==> src/rtl/shifter_pkg.sv <==
// Shared types for the pipelined barrel shifter.
package shifter_pkg;

    typedef enum logic [1:0] {
        SH_SLL = 2'b00,
        SH_SRL = 2'b01,
        SH_SRA = 2'b10,
        SH_ROL = 2'b11
    } shift_mode_t;

endpackage

==> src/rtl/shift_stage.sv <==
// One barrel-shifter pipeline stage: conditionally shifts by a fixed AMOUNT and
// registers the result together with its side-band (amount, mode, sign).
module shift_stage
    import shifter_pkg::*;
#(
    parameter int WIDTH  = 16,
    parameter int AMOUNT = 1
) (
    input  logic                       i_clk,
    input  logic                       i_rst,
    input  logic                       i_ld,
    input  logic                       i_valid,
    input  logic [WIDTH-1:0]           i_data,
    input  logic [$clog2(WIDTH)-1:0]   i_by,
    input  shift_mode_t                i_mode,
    input  logic                       i_sign,
    output logic                       o_valid,
    output logic [WIDTH-1:0]           o_data,
    output logic [$clog2(WIDTH)-1:0]   o_by,
    output shift_mode_t                o_mode,
    output logic                       o_sign
);

    localparam int BIT = $clog2(AMOUNT);

    logic [WIDTH-1:0] w_shifted;
    logic [WIDTH-1:0] w_next;

    always_comb begin
        w_shifted = i_data;
        case (i_mode)
            SH_SLL:  w_shifted = i_data << AMOUNT;
            SH_SRL:  w_shifted = i_data >> AMOUNT;
            SH_SRA:  w_shifted = {{AMOUNT{i_sign}}, i_data[WIDTH-1:AMOUNT]};
            SH_ROL:  w_shifted = {i_data[WIDTH-1-AMOUNT:0], i_data[WIDTH-1 -: AMOUNT]};
            default: w_shifted = i_data;
        endcase
    end

    assign w_next = i_by[BIT] ? w_shifted : i_data;

    // Payload only loads with a real request, so a bubble never disturbs held data.
    always_ff @(posedge i_clk or posedge i_rst) begin
        if (i_rst) begin
            o_valid <= 1'b0;
            o_data  <= '0;
            o_by    <= '0;
            o_mode  <= SH_SLL;
            o_sign  <= 1'b0;
        end else if (i_ld) begin
            o_valid <= i_valid;
            if (i_valid) begin
                o_data <= w_next;
                o_by   <= i_by;
                o_mode <= i_mode;
                o_sign <= i_sign;
            end
        end
    end

endmodule

==> src/rtl/pipe_shifter.sv <==
// Pipelined barrel shifter with valid/ready flow control: one stage per
// shift-amount bit, MSB first, with full-throughput elastic handshaking.
module pipe_shifter
    import shifter_pkg::*;
#(
    parameter int WIDTH = 16
) (
    input  logic                       clock,
    input  logic                       reset,
    input  logic                       in_valid,
    output logic                       in_ready,
    input  logic [WIDTH-1:0]           v,
    input  logic [$clog2(WIDTH)-1:0]   by,
    input  shift_mode_t                mode,
    output logic                       out_valid,
    input  logic                       out_ready,
    output logic [WIDTH-1:0]           s
);

    localparam int SW = $clog2(WIDTH);

    logic [SW-1:0]    w_vld;
    logic [SW-1:0]    w_ld;
    logic [SW-1:0]    w_sign;
    logic [WIDTH-1:0] w_data [SW];
    logic [SW-1:0]    w_by   [SW];
    shift_mode_t      w_mode [SW];

    genvar k;
    generate
        for (k = 0; k < SW; k++) begin : g_stage
            // A stage may load when the consumer takes data or any stage from
            // here to the output is empty (a bubble will absorb the shift).
            assign w_ld[k] = out_ready | ~(&w_vld[SW-1:k]);

            if (k == 0) begin : g_first
                shift_stage #(.WIDTH(WIDTH), .AMOUNT(1 << (SW-1-k))) u_stage (
                    .i_clk   (clock),
                    .i_rst   (reset),
                    .i_ld    (w_ld[k]),
                    .i_valid (in_valid),
                    .i_data  (v),
                    .i_by    (by),
                    .i_mode  (mode),
                    .i_sign  (v[WIDTH-1]),
                    .o_valid (w_vld[k]),
                    .o_data  (w_data[k]),
                    .o_by    (w_by[k]),
                    .o_mode  (w_mode[k]),
                    .o_sign  (w_sign[k])
                );
            end else begin : g_rest
                shift_stage #(.WIDTH(WIDTH), .AMOUNT(1 << (SW-1-k))) u_stage (
                    .i_clk   (clock),
                    .i_rst   (reset),
                    .i_ld    (w_ld[k]),
                    .i_valid (w_vld[k-1]),
                    .i_data  (w_data[k-1]),
                    .i_by    (w_by[k-1]),
                    .i_mode  (w_mode[k-1]),
                    .i_sign  (w_sign[k-1]),
                    .o_valid (w_vld[k]),
                    .o_data  (w_data[k]),
                    .o_by    (w_by[k]),
                    .o_mode  (w_mode[k]),
                    .o_sign  (w_sign[k])
                );
            end
        end
    endgenerate

    assign in_ready  = w_ld[0];
    assign out_valid = w_vld[SW-1];
    assign s         = w_data[SW-1];

endmodule

==> config.mk <==
export PLATFORM = sky130hd
export DESIGN_NAME = pipe_shifter
export DESIGN_NICKNAME = d
export VERILOG_FILES = /design/src/rtl/shifter_pkg.sv /design/src/rtl/shift_stage.sv /design/src/rtl/pipe_shifter.sv
export SDC_FILE = /design/constraint.sdc
export NUM_CORES = 1
export LEC_CHECK = 0
export ABC_CLOCK_PERIOD_IN_PS = 3800
export BUFFER_PORTS_ARGS = -buffer_cell sky130_fd_sc_hd__buf_2
export CORE_ASPECT_RATIO = 0.75
export CORE_MARGIN = 4
export CORE_UTILIZATION = 65
export CTS_BUF_LIST = sky130_fd_sc_hd__clkbuf_2 sky130_fd_sc_hd__clkbuf_4 sky130_fd_sc_hd__clkbuf_8
export DETAILED_ROUTE_END_ITERATION = 7
export GPL_TIMING_DRIVEN = 0
export PLACE_DENSITY_LB_ADDON = 0.08
export RECOVER_POWER = 100
export SKIP_CTS_REPAIR_TIMING = 1
export SYNTH_ARGS = -nofsm -noshare
export SYNTH_HDL_FRONTEND = slang
export SYNTH_HIERARCHICAL = 1
export SYNTH_SLANG_ARGS = --single-unit
export TNS_END_PERCENT = 1
==> constraint.sdc <==
create_clock -name clock -period 3.8 [get_ports clock]
set_input_delay 0.19 -clock clock [delete_from_list [all_inputs] [get_ports clock]]
set_output_delay 0.19 -clock clock [all_outputs]
set_load 0.005 [all_outputs]
==> results of run 1 <==
==> through the flow <==
| step | power [mW] | cell area (µm²) | hold WS, ns | std cells |
|---|---|---|---|---|
| final | 3.122 | 4981 | -0.01451 | 611 |
| after global routing | 3.319 | 4981 | 0.02543 | 611 |
| after CTS | 3.144 | 5056 | -0.01771 | 611 |
| after detailed placement | 2.419 | 4822 | 0.3621 | 595 |
| after global placement | 2.376 | 4822 | 0.3290 | 595 |
| after floorplan | 2.099 | 4506 | 0.1161 | 471 |
==> final cells by class <==
class | instances | area, µm²
inverters | 14 | 52.55
multi-input cells | 342 | 2125
fillers | 492 | 1525
well taps | 81 | 101.3
plain buffers | 32 | 182.7
flip-flops and latches | 83 | 2077
clock buffers | 11 | 151.4
clock inverters | 5 | 82.58
repair buffers | 43 | 209.0
==> layout by cell type (no fill, tap or decap), types with 2 or more instances in the layout <==
cell       instances
a221oi_1          14
mux2_2             5
xnor2_4            3
nand3_1           43
clkbuf_8          11
bufinv_16          2
dfrtp_1           83
buf_2             42
inv_1             13
nor3_1             8
nor2_1            38
and2b_1            2
o211ai_1          41
mux2i_1           41
a22o_1             7
clkbuf_1          26
buf_6              5
and2_0             3
nand2_1          100
o21ai_0           19
a211oi_1           8
==> flip-flops by register name (all words and copies together), names as in the netlist <==
signal / cells
g_stage.g_rest.u_stage/o_mode: 4
g_stage.g_first.u_stage/o_valid: 1
g_stage.g_first.u_stage/o_by: 3
g_stage.g_rest.u_stage/o_sign: 2
g_stage.g_first.u_stage/o_data: 16
g_stage.g_first.u_stage/o_mode: 2
g_stage.g_rest.u_stage/o_valid: 3
g_stage.g_rest.u_stage/o_by: 3
g_stage.g_rest.u_stage/o_data: 48
g_stage.g_first.u_stage/o_sign: 1
==> routing by layer <==
metal	global-route usage, %	vias up	wire, µm
li1	-	1789	-
met2	38.20	147	4671
met3	6.827	10	846
met1	41.59	1852	5134
met5	0	-	0
met4	6.242	0	88
==> power breakdown <==
part           total (mW)  switching (mW)  internal (mW)
clock               0.719           0.311          0.408
combinational        1.00           0.532          0.473
sequential           1.40           0.271           1.13
==> worst paths after layout <==
path	end	slack, ns	cells after the start
max reg2reg	g_stage[0].g_first.u_stage/o_data[10]	1.65	6
min reg2reg	g_stage[0].g_first.u_stage/o_mode[1]	0.48	2
min in group clock	g_stage[0].g_first.u_stage/o_by[1]	0.03	3
max	g_stage[0].g_first.u_stage/o_data[10]	1.65	6
max in group asynchronous	g_stage[0].g_first.u_stage/o_data[0]	3.22	2
min	g_stage[3].g_rest.u_stage/o_data[10]	-0.01	2
==> worst max-delay path, stage by stage, from the launching register on <==
cell and delay [ns]:
dfrtp_1 0.37, nor2b_1 0.29, nand4_1 0.28, nand2_1 0.33, clkbuf_1 0.45, nor3_1 0.10
a211oi_1 0.24
==> results.py, run 1 <==
metrics = {
    "status": {
        "status": "finished with violations",
        "violations": "hold timing",
    },
    "worst_setup_path": {
        "required_ns": 4.06,
        "startpoint_type": "flop",
        "cp.arrival_ns": 2.41,
        "r2r_start": "g_stage[3].g_rest.u_stage/o_valid",
        "crit_type": "reg2reg",
        "crit_fanout": 10,
        "critPathCaptureType": "flop",
        "crit_path_start": "g_stage[3].g_rest.u_stage/o_valid",
    },
    "timing": {
        "fin_crit_ns": 2.152,
        "setup_violations": 0,
        "worst_slew_pin_slew_ns": 0.8491,
        "finalClockSkew_ns": 0.01118,
        "clock.fmax_mhz": 464.6,
        "hold_slack_ns": -0.01451,
        "finalHoldViolCount": 17,
        "rsz0062_at_grt": "false",
        "timing.final.ws_setup_ns": 1.648,
        "max_slew_margin_pct": 43.33,
        "drv_slew": 0,
        "final.setup.tns_ns": 0,
        "fin_crit_sh_pct": 56.64,
    },
    "cts": {
        "clock_latency_ns": 0.35,
        "cts_sinks": 83,
        "cts-root-buf": "clkbuf_8",
        "cts_inserted_buffers": 9,
        "htree_levels": 3,
        "clk_path_buf_depth": 2,
        "path_clk_slew_ns": 0.08,
        "cts_tree": "built",
    },
    "power": {
        "vdd_drop_max_v": 0.0004314,
        "p_leak_nw": 2.296,
        "p_per_area_nw_per_um2": 626.8,
    },
    "drt": {
        "drc": 0,
        "detail_route.first_pass.iterations": 5,
        "vias": 3798,
        "ant_nets": 0,
        "routed_wl_um": 10740,
        "wire_per_inst_um": 17.58,
        "drt_iter0_drc": 337,
        "avgViaCountPerCell": 6.216,
    },
    "place": {
        "globalplace.congestion": 0.8447,
        "hpwl_um": 8250,
        "port_buffers": 43,
        "dp_worst_setup_slack_ns": 2.034,
    },
    "cells_and_area": {
        "nNetsFinal": 551,
        "final_util_pct": 76.56,
        "antenna_cells": 0,
        "area_growth_syn_to_layout_pct": 10.55,
        "final_layout_size_suffix_gt1_share_pct": 15.09,
    },
    "floorplanning": {
        "row_count": 25,
        "ios": 44,
        "initial_utilization_pct": 69.25,
        "dieArea_um2": 8341,
        "die_w_um": 104.1,
        "core_um2": 6506,
        "die_h_um": 80.10,
    },
    "grt": {
        "grt_pass1_vias": 3600,
        "antenna_found_initial": 0,
        "grt_max_degree": 24,
        "grt_usage_pct": 27.02,
        "grt_pass1_wl_um": 17990,
        "grt_overflow": 0,
    },
    "yosys": {
        "syn_area_um2": 4506,
        "syn_area_per_cell_um2": 9.566,
        "synthCells": 471,
        "yosys_warnings": 6,
        "syn-num-nets": 497,
    },
    "worst_hold_path": {
        "min_path_type": "in2async",
    },
    "flow_run": {
        "max_cap_viol_count": 0,
    },
}
No activity file was read; power rests on OpenSTA's default activity.
==> run 2, diff against run 1 <==
--- a/config.mk
+++ b/config.mk
@@ -5,11 +5,11 @@
 export SDC_FILE = /design/constraint.sdc
 export NUM_CORES = 1
 export LEC_CHECK = 0
-export ABC_CLOCK_PERIOD_IN_PS = 3800
+export ABC_CLOCK_PERIOD_IN_PS = 2100
 export BUFFER_PORTS_ARGS = -buffer_cell sky130_fd_sc_hd__buf_2
 export CORE_ASPECT_RATIO = 0.75
 export CORE_MARGIN = 4
-export CORE_UTILIZATION = 65
+export CORE_UTILIZATION = 62
 export CTS_BUF_LIST = sky130_fd_sc_hd__clkbuf_2 sky130_fd_sc_hd__clkbuf_4 sky130_fd_sc_hd__clkbuf_8
 export DETAILED_ROUTE_END_ITERATION = 7
 export GPL_TIMING_DRIVEN = 0
==> constraint.sdc (replaced) <==
create_clock -name clock -period 2.1 [get_ports clock]
set_input_delay 0.105 -clock clock [delete_from_list [all_inputs] [get_ports clock]]
set_output_delay 0.105 -clock clock [all_outputs]
set_load 0.005 [all_outputs]
==> run 2 against run 1 <==
  * The run still ends with hold timing left
  * Fmax grew 19%
  * Die area grew 4.4%
  * Clock-buffer cell count shrank 1
  * Largest power group unchanged
  * Highest routed layer unchanged
==> results.py, run 2 (synthesis gave the netlist of run 1 again) <==
metrics = {
    "status": {
        "status": "finished with violations",
        "violations": "hold timing",
    },
    "cts": {
        "path_clk_slew_ns": 0.09,
        "cts_inserted_buffers": 9,
        "htree_levels": 3,
        "cts-root-buf": "clkbuf_8",
        "cts_tree": "built",
        "cts_sinks": 83,
        "clk_path_buf_depth": 2,
        "clock_latency_ns": 0.36,
    },
    "cells_and_area": {
        "final_cell_mix": "nand2_1 (100), dfrtp_1 (83), nand3_1 (43)",
        "final_common_cell": "nand2_1",
        "final_util_pct": 73.00,
        "nNetsFinal": 555,
        "largest_reg_flops": 48,
        "regArea_um2": 2077,
        "antenna_cells": 0,
        "fill_cells": 536,
        "area_growth_syn_to_layout_pct": 12.27,
        "largest_register": "g_stage.g_rest.u_stage/o_data",
        "multi_input_area_um2": 2145,
        "final_layout_size_suffix_gt1_share_pct": 15.73,
        "biggestRegsByFlops": "g_stage.g_rest.u_stage/o_data (48), g_stage.g_first.u_stage/o_data (16), g_stage.g_rest.u_stage/o_mode (4)",
        "final_cells": 632,
    },
    "power": {
        "p_per_area_nw_per_um2": 1117,
        "p_leak_nw": 2.311,
        "vdd_drop_max_v": 0.0006247,
    },
    "drt": {
        "avgViaCountPerCell": 6.089,
        "vias": 3848,
        "routed_wl_um": 11180,
        "ant_nets": 0,
        "detail_route.first_pass.iterations": 5,
        "drt_iter0_drc": 299,
        "wire_per_inst_um": 17.68,
        "drc": 0,
    },
    "grt": {
        "grt_overflow": 0,
        "busiest_layer": "met1",
        "grt_pass1_vias": 3623,
        "use_met2_pct": 39.32,
        "grtUsageMet3_pct": 6.834,
        "antenna_found_initial": 0,
        "grt_usage_pct": 27.04,
        "grt_max_degree": 24,
        "grt.met1_usage_pct": 40.27,
        "grt_pass1_wl_um": 18290,
    },
    "timing": {
        "final.setup.tns_ns": 0,
        "fin_crit_ns": 1.816,
        "clock.fmax_mhz": 550.6,
        "rsz0062_at_grt": "false",
        "timing.final.ws_setup_ns": 0.2839,
        "drv_slew": 0,
        "setup_violations": 0,
        "hold_slack_ns": -0.01098,
        "finalHoldViolCount": 2,
        "max_slew_margin_pct": 37.52,
        "finalClockSkew_ns": 0.01277,
        "worst_slew_pin_slew_ns": 0.9362,
        "fin_crit_sh_pct": 86.48,
    },
    "worst_setup_path": {
        "crit_fanout": 10,
        "crit_type": "reg2reg",
        "required_ns": 2.36,
        "startpoint_type": "flop",
        "cp.arrival_ns": 2.07,
        "critPathCaptureType": "flop",
    },
    "floorplanning": {
        "ios": 44,
        "row_count": 26,
        "dieArea_um2": 8709,
        "core_um2": 6929,
        "die_w_um": 106.4,
        "initial_utilization_pct": 65.02,
        "die_h_um": 81.83,
    },
    "place": {
        "port_buffers": 43,
        "dp_worst_setup_slack_ns": 0.3433,
        "post-place-cells": 612,
        "hpwl_um": 8353,
        "globalplace.congestion": 0.8642,
    },
    "worst_hold_path": {
        "min_path_type": "in2reg",
    },
    "flow_run": {
        "max_cap_viol_count": 0,
    },
}
run 2: final cells by class:
cell class / instances / share of cell area, %
Clock inverter: 6 / 1.756
Inverter: 14 / 1.039
Sequential cell: 83 / 41.06
Buffer: 32 / 3.685
Multi-Input combinational cell: 342 / 42.39
Clock buffer: 10 / 2.721
Tap cell: 98 / 2.424
Timing Repair Buffer: 47 / 4.922
run 2: final timing paths:
kind,start,endpoint,slack (ns),cells past startpoint
worst max register to register,g_stage[3].g_rest.u_stage/o_valid,g_stage[0].g_first.u_stage/o_data[9],0.28,6
worst max-delay path,g_stage[3].g_rest.u_stage/o_valid,g_stage[0].g_first.u_stage/o_data[9],0.28,6
max in group asynchronous,reset,g_stage[1].g_rest.u_stage/o_data[12],0.95,3
worst min-delay path,v[5],g_stage[0].g_first.u_stage/o_data[13],-0.01,3
min in group asynchronous,reset,g_stage[3].g_rest.u_stage/o_data[15],0.47,3
worst min register to register,g_stage[0].g_first.u_stage/o_by[1],g_stage[1].g_rest.u_stage/o_by[1],0.48,2
run 2: per-stage QoR:
step / instance area (µm²) / power (mW)
global placement: 4843 / 4.305
detailed placement: 4843 / 4.402
finish: 5059 / 5.649
CTS: 5070 / 5.687
floorplan: 4506 / 3.797
global route: 5059 / 5.997
run 2: worst max-delay path, stage by stage, from the launching register on:
cell and delay (ns):
dfrtp_1 0.38, nor2b_4 0.19, nand4_1 0.23, nand2_1 0.33, buf_4 0.25, nor3_1 0.06, a211oi_1 0.27
run 2: per-layer routing:
layer | vias up | share of wire (%)
li1 | 1789 | -
met1 | 1892 | 47
met2 | 152 | 44
met3 | 15 | 7.9
met4 | 0 | 1.0
met5 | - | 0
run 2: power breakdown:
group          leakage, nW  internal (mW)  total (mW)  switching, mW
combinational         1.19          0.865        1.83          0.970
clock                0.108          0.702        1.28          0.575
sequential            1.01           2.04        2.54          0.497
==> run 3, diff against run 2 <==
--- a/config.mk
+++ b/config.mk
@@ -5,6 +5,7 @@
 export SDC_FILE = /design/constraint.sdc
 export NUM_CORES = 1
 export LEC_CHECK = 0
+export ABC_AREA = 1
 export ABC_CLOCK_PERIOD_IN_PS = 2100
 export BUFFER_PORTS_ARGS = -buffer_cell sky130_fd_sc_hd__buf_2
 export CORE_ASPECT_RATIO = 0.75
==> run 3 against run 2 <==
  * Clock skew decreased by 0.0056 ns
  * Critical endpoint is now g_stage[1].g_rest.u_stage/o_data[13]
  * Via count increased by 18%
  * Utilization decreased by 0.29 points
  * Largest power group unchanged
  * Fmax increased by 8.1%
  * Worst hold slack improved by 0.037 ns
  * Synthesized area increased by 7.9%
  * Clock power increased by 6%
  * The flow now finishes without violations
==> results.py, run 3 <==
metrics = {
    "worst_setup_path": {
        "startpoint_type": "flop",
        "crit_type": "reg2reg",
        "crit_path_start": "g_stage[3].g_rest.u_stage/o_valid",
        "crit_fanout": 10,
        "cp.arrival_ns": 1.92,
        "critPathCaptureType": "flop",
        "required_ns": 2.34,
        "r2r_start": "g_stage[3].g_rest.u_stage/o_valid",
    },
    "timing": {
        "setup_violations": 0,
        "timing.final.ws_setup_ns": 0.4201,
        "finalHoldViolCount": 0,
        "rsz0062_at_grt": "false",
        "clock.fmax_mhz": 595.3,
        "finalClockSkew_ns": 0.007169,
        "final.setup.tns_ns": 0,
        "worst_slew_pin_slew_ns": 0.8722,
        "fin_crit_sh_pct": 80.00,
        "max_slew_margin_pct": 41.79,
        "drv_slew": 0,
        "fin_crit_ns": 1.680,
    },
    "place": {
        "hpwl_um": 9030,
        "globalplace.congestion": 0.9217,
        "dp_worst_setup_slack_ns": 0.5966,
        "port_buffers": 41,
        "post-place-cells": 832,
    },
    "grt": {
        "antenna_found_initial": 0,
        "grt_pass1_vias": 4327,
        "grt_usage_pct": 27.00,
        "grt_pass1_wl_um": 20220,
        "grt_overflow": 0,
        "grt_max_degree": 24,
    },
    "drt": {
        "drt_iter0_drc": 381,
        "vias": 4557,
        "wire_per_inst_um": 13.85,
        "drc": 0,
        "avgViaCountPerCell": 5.349,
        "detail_route.first_pass.iterations": 6,
        "routed_wl_um": 11800,
        "ant_nets": 0,
    },
    "floorplanning": {
        "ios": 44,
        "dieArea_um2": 9333,
        "initial_utilization_pct": 65.09,
        "die_w_um": 110.2,
        "die_h_um": 84.67,
        "row_count": 27,
        "core_um2": 7466,
    },
    "cts": {
        "cts_tree": "built",
        "clock_latency_ns": 0.35,
        "htree_levels": 3,
        "clk_path_buf_depth": 2,
        "cts-root-buf": "clkbuf_8",
        "cts_inserted_buffers": 9,
        "cts_sinks": 83,
        "path_clk_slew_ns": 0.08,
    },
    "cells_and_area": {
        "final_layout_size_suffix_gt1_share_pct": 15.05,
        "antenna_cells": 0,
        "final_common_cell": "nand2_1",
        "final_util_pct": 72.72,
        "multi_input_area_um2": 2128,
        "nNetsFinal": 772,
        "final_cell_mix": "nand2_1 (280), inv_1 (99), dfrtp_1 (83)",
        "largest_reg_flops": 48,
        "largest_register": "g_stage.g_rest.u_stage/o_data",
        "biggestRegsByFlops": "g_stage.g_rest.u_stage/o_data (48), g_stage.g_first.u_stage/o_data (16), g_stage.g_rest.u_stage/o_mode (4)",
        "final_cells": 852,
        "regArea_um2": 2077,
        "area_growth_syn_to_layout_pct": 11.71,
        "fill_cells": 627,
    },
    "yosys": {
        "yosys_warnings": 6,
        "syn_area_per_cell_um2": 7.043,
        "synthCells": 690,
        "syn-num-nets": 716,
        "syn_area_um2": 4860,
    },
    "power": {
        "p_per_area_nw_per_um2": 1073,
        "vdd_drop_max_v": 0.0006887,
        "p_leak_nw": 3.034,
    },
    "worst_hold_path": {
        "min_path_type": "in2reg",
        "min_from": "v[11]",
    },
    "flow_run": {
        "max_cap_viol_count": 0,
    },
    "status": {
        "status": "complete, no violations",
    },
}
## run 3: stage by stage
stage	cell area [µm²]	total power [mW]	hold slack (ns)
floorplan	4860	3.882	0.03107
global placement	5191	4.402	0.2507
detailed placement	5191	4.476	0.2779
CTS	5431	5.870	-0.1074
global route	5429	6.297	0.02845
finish	5429	5.824	0.02627
## run 3: layout make-up
| class | count | area share [%] |
|---|---|---|
| Tap cell | 101 | 2.328 |
| Buffer | 28 | 3.964 |
| Inverter | 107 | 7.421 |
| Multi-Input combinational cell | 472 | 39.20 |
| Sequential cell | 83 | 38.26 |
| Clock inverter | 7 | 2.143 |
| Timing Repair Buffer | 45 | 4.402 |
| Clock buffer | 9 | 2.282 |
## run 3: critical path, cell delays in order, from the launching register on
cell,delay (ns)
dfrtp_1,0.38
nand2_1,0.06
nor2_1,0.19
nand2_1,0.10
nand2_1,0.17
clkbuf_1,0.40
a21oi_1,0.08
nand2_1,0.13
nand2_1,0.06
## run 3: routing by layer
| layer | track usage (%) | wire length [µm] | part of all wire [%] |
|---|---|---|---|
| met1 | 40.77 | 5483 | 46 |
| met2 | 39.21 | 5107 | 43 |
| met3 | 6.533 | 1070 | 9.1 |
| met4 | 6.264 | 143 | 1.2 |
| met5 | 0 | 0 | 0 |
## run 3: worst paths after layout
check / cells past startpoint / slack, ns / to
worst max-delay path: 8 / 0.42 / g_stage[1].g_rest.u_stage/o_data[13]
worst min-delay path: 3 / 0.03 / g_stage[0].g_first.u_stage/o_data[3]
worst max register to register: 8 / 0.42 / g_stage[1].g_rest.u_stage/o_data[13]
worst min register to register: 2 / 0.49 / g_stage[3].g_rest.u_stage/o_data[15]
max in group asynchronous: 3 / 1.01 / g_stage[0].g_first.u_stage/o_data[8]
min in group asynchronous: 3 / 0.46 / g_stage[3].g_rest.u_stage/o_valid
## run 3: where the power goes
group          total, mW  internal [mW]  switching (mW)
registers           2.38           2.05           0.325
clock network       1.36          0.787           0.573
logic               2.09          0.772            1.32
